--- src/rtl/div_seq.sv ---
// Iterative restoring divider for DIV/DIVU: one quotient bit per cycle,
// result presented as {remainder, quotient} on the HI/LO path.
module div_seq #(
   parameter int unsigned DATA_W = 32
) (
   input  logic                  clk,
   input  logic                  rst,
   input  logic                  signed_div_i,
   input  logic [DATA_W-1:0]     opdata1_i,
   input  logic [DATA_W-1:0]     opdata2_i,
   input  logic                  start_i,
   input  logic                  annul_i,
   output logic [2*DATA_W-1:0]   result_o,
   output logic                  ready_o
);

   localparam int unsigned CNT_W = $clog2(DATA_W + 1);

   typedef enum logic [1:0] {FREE, BYZERO, ON, END} state_t;

   state_t              state;
   logic [CNT_W-1:0]    counter;
   logic [DATA_W-1:0]   rem;
   logic [DATA_W-1:0]   quo;
   logic [DATA_W-1:0]   divisor;
   logic                sgn;
   logic                sign1;
   logic                sign2;

   logic [DATA_W-1:0]   abs1;
   logic [DATA_W-1:0]   abs2;
   logic [DATA_W:0]     shifted;
   logic [DATA_W:0]     trial;
   logic                borrow;
   logic [DATA_W-1:0]   quo_fix;
   logic [DATA_W-1:0]   rem_fix;

   // Operand magnitudes, one restoring step, and final sign correction.
   always_comb begin
      abs1 = (signed_div_i && opdata1_i[DATA_W-1]) ? (DATA_W'(0) - opdata1_i) : opdata1_i;
      abs2 = (signed_div_i && opdata2_i[DATA_W-1]) ? (DATA_W'(0) - opdata2_i) : opdata2_i;
      shifted = {rem, quo[DATA_W-1]};
      trial   = shifted - {1'b0, divisor};
      // divisor < 2^DATA_W, so a wrapped subtraction always lands with the top bit set
      borrow  = trial[DATA_W];
      quo_fix = (sgn && (sign1 ^ sign2)) ? (DATA_W'(0) - quo) : quo;
      rem_fix = (sgn && sign1) ? (DATA_W'(0) - rem) : rem;
   end

   always_ff @(posedge clk or posedge rst) begin
      if (rst) begin
         state    <= FREE;
         counter  <= '0;
         rem      <= '0;
         quo      <= '0;
         divisor  <= '0;
         sgn      <= 1'b0;
         sign1    <= 1'b0;
         sign2    <= 1'b0;
         result_o <= '0;
         ready_o  <= 1'b0;
      end else begin
         case (state)
            FREE: begin
               ready_o  <= 1'b0;
               result_o <= '0;
               if (start_i && !annul_i) begin
                  if (opdata2_i == '0) begin
                     state <= BYZERO;
                  end else begin
                     state   <= ON;
                     quo     <= abs1;
                     divisor <= abs2;
                     rem     <= '0;
                     counter <= '0;
                     sgn     <= signed_div_i;
                     sign1   <= opdata1_i[DATA_W-1];
                     sign2   <= opdata2_i[DATA_W-1];
                  end
               end
            end
            BYZERO: begin
               state    <= END;
               result_o <= '0;
               ready_o  <= 1'b0;
            end
            ON: begin
               if (annul_i) begin
                  state    <= FREE;
                  ready_o  <= 1'b0;
                  result_o <= '0;
               end else if (counter == CNT_W'(DATA_W)) begin
                  state    <= END;
                  result_o <= {rem_fix, quo_fix};
                  ready_o  <= 1'b1;
               end else begin
                  rem     <= borrow ? shifted[DATA_W-1:0] : trial[DATA_W-1:0];
                  quo     <= {quo[DATA_W-2:0], ~borrow};
                  counter <= counter + CNT_W'(1);
               end
            end
            END: begin
               // A divide-by-zero arrives here with ready low; raise it one edge later.
               if (annul_i || (ready_o && !start_i)) begin
                  state    <= FREE;
                  ready_o  <= 1'b0;
                  result_o <= '0;
               end else begin
                  ready_o <= 1'b1;
               end
            end
            default: begin
               state    <= FREE;
               ready_o  <= 1'b0;
               result_o <= '0;
            end
         endcase
      end
   end

endmodule

--- config.mk ---
export PLATFORM = sky130hd
export DESIGN_NAME = div_seq
export DESIGN_NICKNAME = d
export VERILOG_FILES = /design/src/rtl/div_seq.sv
export SDC_FILE = /design/constraint.sdc
export NUM_CORES = 1
export LEC_CHECK = 0
export CORE_AREA = 10 10 171 293
export CTS_CLUSTER_DIAMETER = 80
export CTS_CLUSTER_SIZE = 14
export DETAILED_ROUTE_END_ITERATION = 6
export DIE_AREA = 0 0 181 303
export GPL_ROUTABILITY_DRIVEN = 0
export GPL_TIMING_DRIVEN = 0
export PLACE_DENSITY = 0.5
export SYNTH_ARGS = -nofsm -noshare
export SYNTH_HDL_FRONTEND = slang
export SYNTH_SLANG_ARGS = --single-unit
--- constraint.sdc ---
create_clock -name clk -period 12.3 [get_ports clk]
set_input_delay 1.845 -clock clk [delete_from_list [all_inputs] [get_ports clk]]
set_output_delay 1.845 -clock clk [all_outputs]
set_load 0.01 [all_outputs]
==> flow_metrics.env <==
export IMPL_clock_path_buffers=2
export IMPL_share_comb_of_total_power_pct=54.1
export IMPL_io_pins=134
export IMPL_fillers=4735
export IMPL_cp_common_cell="nor4_2"
export IMPL_worstHoldEndpoint="result_o[10]"
export IMPL_synth_edf_count=0
export IMPL_finalNetCount=1559
export IMPL_hold_start="result_o[10]"
export IMPL_peakVddDrop_uv=126
export IMPL_criticalPathCategory="input pin to register"
export IMPL_fp_row_count=103
export IMPL_dpl_cell_area_um2=13200
export IMPL_synth_seq_cells=172
export IMPL_critPathMaxFanout=10
export IMPL_arrival_ns=5.49
export IMPL_slowest_delay_ns=0.58
export IMPL_hold_path_class="register to register"
export IMPL_power_density_nw_per_um2=220
export IMPL_die_area_um2=54800
export IMPL_synthCells=1297
export IMPL_syn_num_nets=1405
export IMPL_synthFlopType="dfrtp_1"
export IMPL_period_share_pct=42.2
export IMPL_cts_hold_buf=0
export IMPL_critPathLaunchType="input pin"
export IMPL_worst_pin_slew_ns=0.922
export IMPL_synth_area_um2=11100
export IMPL_ys_warnings_count=0
export IMPL_cp_required_ns=12.60
export IMPL_grt_overflow=0
export IMPL_cts_setup_buffers=0
export IMPL_start_util_pct=24.8
export IMPL_fp_dieW_um=181
export IMPL_reg2reg_slack_ns=8.75
export IMPL_fp_dieH_um=303
export IMPL_cp_startpoint="opdata2_i[1]"
export IMPL_area_growth_pct=23.9
export IMPL_tritoncts="built"
export IMPL_drtAntennaViolNets=0
export IMPL_first_pass_iters=5
export IMPL_setup_tns_ns=0
export IMPL_h_tree_depth=4
export IMPL_r2r_start="rem[0]"
export IMPL_fin_skew_ns=0.0158
export IMPL_final_area_um2=13800
export IMPL_dp_hpwl_um=30000
export IMPL_rsz0062_at_grt="false"
export IMPL_ys_async_sr_fraction_pct=100
export IMPL_end_kind="register"
export IMPL_rr_endpoint="result_o[62]"
export IMPL_cp_slowest_cell="nor4_2"
export IMPL_clockPowerShare_pct=17.6
export IMPL_relSlewSlack_pct=37.6
export IMPL_power_switching_w=0.00138
export IMPL_final_core_util_pct=30.7
export IMPL_swShare_pct=45.4
export IMPL_port_buffers=133
export IMPL_drt_iter0_drc=626
export IMPL_antenna_found_initial=1
export IMPL_intPower_w=0.00166
export IMPL_cts_resized_gates=0
export IMPL_status="finished clean"
export IMPL_vias_per_cell=4.81
export IMPL_track_usage_pct=13.2
export IMPL_pwr_share_seq_pct=28.3
export IMPL_syn_avg_cell_area_um2=8.59
export IMPL_max_freq_ghz=0.193
export IMPL_grt_pass1_vias=9784
export IMPL_wl_um=37100
export IMPL_drive_gt1_share_pct=5.19
export IMPL_clkTransAtPathRegs_ns=0.07
export IMPL_wl_per_cell_um=18.2
export IMPL_setup_viol_count_final=0
export IMPL_report_power_total_w=0.00304
export IMPL_fp_coreArea_um2=45000
export IMPL_cts_inserted_buffers=17
export IMPL_clock_sinks=172
export IMPL_hold_depth=2
export IMPL_hold_slack_ns=0.475
export IMPL_synthDistinctLibCells=76
export IMPL_vias=9812
export IMPL_hold_viol_final=0
export IMPL_cts_root_buf="clkbuf_16"
export IMPL_ys_seq_area_share_pct=38.6
export IMPL_leakagePower_nw=5.61
export IMPL_insertion_delay_ns=0.46
export IMPL_slew_viol_final=0
export IMPL_period_minus_slack_ns=5.19
export IMPL_grt_first_pass_wirelength_um=56600
export IMPL_drc=0
export IMPL_cap_violations=0
export IMPL_path_cells="clkdlybuf4s50_1 > inv_1 > ha_1 > nand2b_1 > nor4_2 > nor4b_2 > nand4_1 > nor4_2 > or4_1 > buf_2 > clkbuf_1 > o21ai_0"
export IMPL_grt_max_degree=113
export IMPL_reg2reg_depth=11
layout make-up:
class                           count  area (µm²)  area share, %
Multi-Input combinational cell   1000        6290           45.5
Sequential cell                   172        4300           31.2
Timing Repair Buffer              135        1370           9.92
Tap cell                          577         722           5.23
Clock buffer                       20         447           3.23
Buffer                             64         325           2.36
Inverter                           61         236           1.71
Clock inverter                     12         116          0.843
Antenna cell                        1        2.50         0.0181
cells by family (layout without fill, tap and decap cells):
logic type	Yosys count	after routing	synth area share, %
buffers and inverters	125	292	4.97
other	0	1	0
xor gates and xnor gates	146	146	11.5
and+or+nand+nor	422	422	17.7
adders and majority gates	39	39	4.45
muxes	24	24	2.17
DFF	172	172	38.6
AOI/OAI and AO/OA	369	369	20.6
flip-flops by register name, indices dropped and copies added (netlist names):
register / flops
result_o: 64
counter: 6
rem: 32
state: 2
sign2: 1
divisor: 32
quo: 32
sign1: 1
ready_o: 1
sgn: 1
through the flow:
stage | setup slack [ns] | instances
2_1_floorplan | 5.79 | 1297
5_1_grt | 6.91 | 2042
3_3_place_gp | 3.26 | 2007
3_5_place_dp | 6.55 | 2009
4_1_cts | 7.03 | 2041
6_report | 7.11 | 2042
worst max-delay path: cells and delay by family:
family | cells | cell delay (ns)
AOI/OAI and AO/OA | 1 | 0.21
buffers and inverters | 4 | 1.21
and+or+nand+nor | 6 | 2.05
adders and majority gates | 1 | 0.17
synth_stat cells, types with 3 or more instances:
| cell | instances | area [µm²] |
|---|---|---|
| nor3_1 | 27 | 135 |
| o21a_1 | 6 | 45.0 |
| nand3_1 | 18 | 90.1 |
| mux2i_1 | 23 | 230 |
| and2_1 | 3 | 18.8 |
| buf_2 | 8 | 40.0 |
| xnor2_1 | 77 | 674 |
| o21bai_1 | 4 | 30.0 |
| o21ai_1 | 22 | 110 |
| xor2_1 | 69 | 604 |
| inv_1 | 61 | 229 |
| buf_6 | 3 | 33.8 |
| nand2b_1 | 12 | 75.1 |
| o221ai_1 | 4 | 35.0 |
| or3_1 | 9 | 56.3 |
| nor4_2 | 4 | 50.1 |
| or4_1 | 9 | 67.6 |
| a31oi_1 | 14 | 87.6 |
| o41ai_1 | 6 | 52.6 |
| o311ai_0 | 6 | 52.6 |
| a22oi_1 | 12 | 90.1 |
| a221o_1 | 18 | 180 |
| nand4_1 | 8 | 50.1 |
| o21ai_0 | 151 | 756 |
| a21o_1 | 7 | 52.6 |
| nor4_1 | 15 | 93.8 |
| nand2_1 | 211 | 792 |
| o211ai_1 | 8 | 60.1 |
| a211oi_1 | 3 | 22.5 |
| ha_1 | 38 | 475 |
| nor2_1 | 77 | 289 |
| nor2b_1 | 6 | 37.5 |
| clkbuf_1 | 44 | 165 |
| o31ai_1 | 19 | 143 |
| a21oi_1 | 68 | 340 |
| and3_1 | 3 | 18.8 |
| dfrtp_1 | 172 | 4300 |
worst max path at each step:
stage / endpoint / cells after the start
global route: quo[23] / 12
finish: quo[24] / 12
CTS: quo[23] / 12
detailed placement: quo[23] / 12
floorplan: counter[0] / 1
global placement: result_o[55] / 2
power by group through the flow:
stage / logic, W / registers (W) / clock network [W]
final: 0.00165 / 0.000863 / 0.000535
after CTS: 0.00166 / 0.000860 / 0.000547
after floorplan: 0.00125 / 0.000823 / 0
after global routing: 0.00183 / 0.000882 / 0.000572
after detailed placement: 0.00165 / 0.000871 / 0
after global placement: 0.00163 / 0.000869 / 0
placed cells by master, fill, tap and decap left out, drive strengths merged, types with 5 or more instances in the layout:
master / Yosys / routed
nor3: 27 / 27
or3: 9 / 9
clkinv: 0 / 5
and3: 5 / 5
nand3: 19 / 19
o211ai: 9 / 9
nor2b: 8 / 8
nand2b: 12 / 12
o21a: 7 / 7
nand2: 211 / 211
ha: 38 / 38
mux2i: 23 / 23
o21ai: 173 / 173
buf: 16 / 18
xor2: 69 / 69
a31oi: 15 / 15
dfrtp: 172 / 172
inv: 61 / 63
a221o: 18 / 18
nor2: 78 / 78
o41ai: 6 / 6
xnor2: 77 / 77
a22oi: 12 / 12
or4: 10 / 10
a21o: 9 / 9
nor4: 20 / 20
clkdlybuf4s50: 1 / 134
clkbuf: 47 / 67
a21oi: 68 / 68
nand4: 8 / 8
o31ai: 21 / 21
o311ai: 6 / 6
per-layer routing:
metal  vias to the layer above  track usage [%]  routed length, µm
met3                        35             2.72               1570
li1                       4861                -                  -
met1                      4719             13.8              14600
met5                         -                0                  0
met2                       197             25.3              20100
met4                         0             4.90                864
No activity file was read; power rests on OpenSTA's default activity.
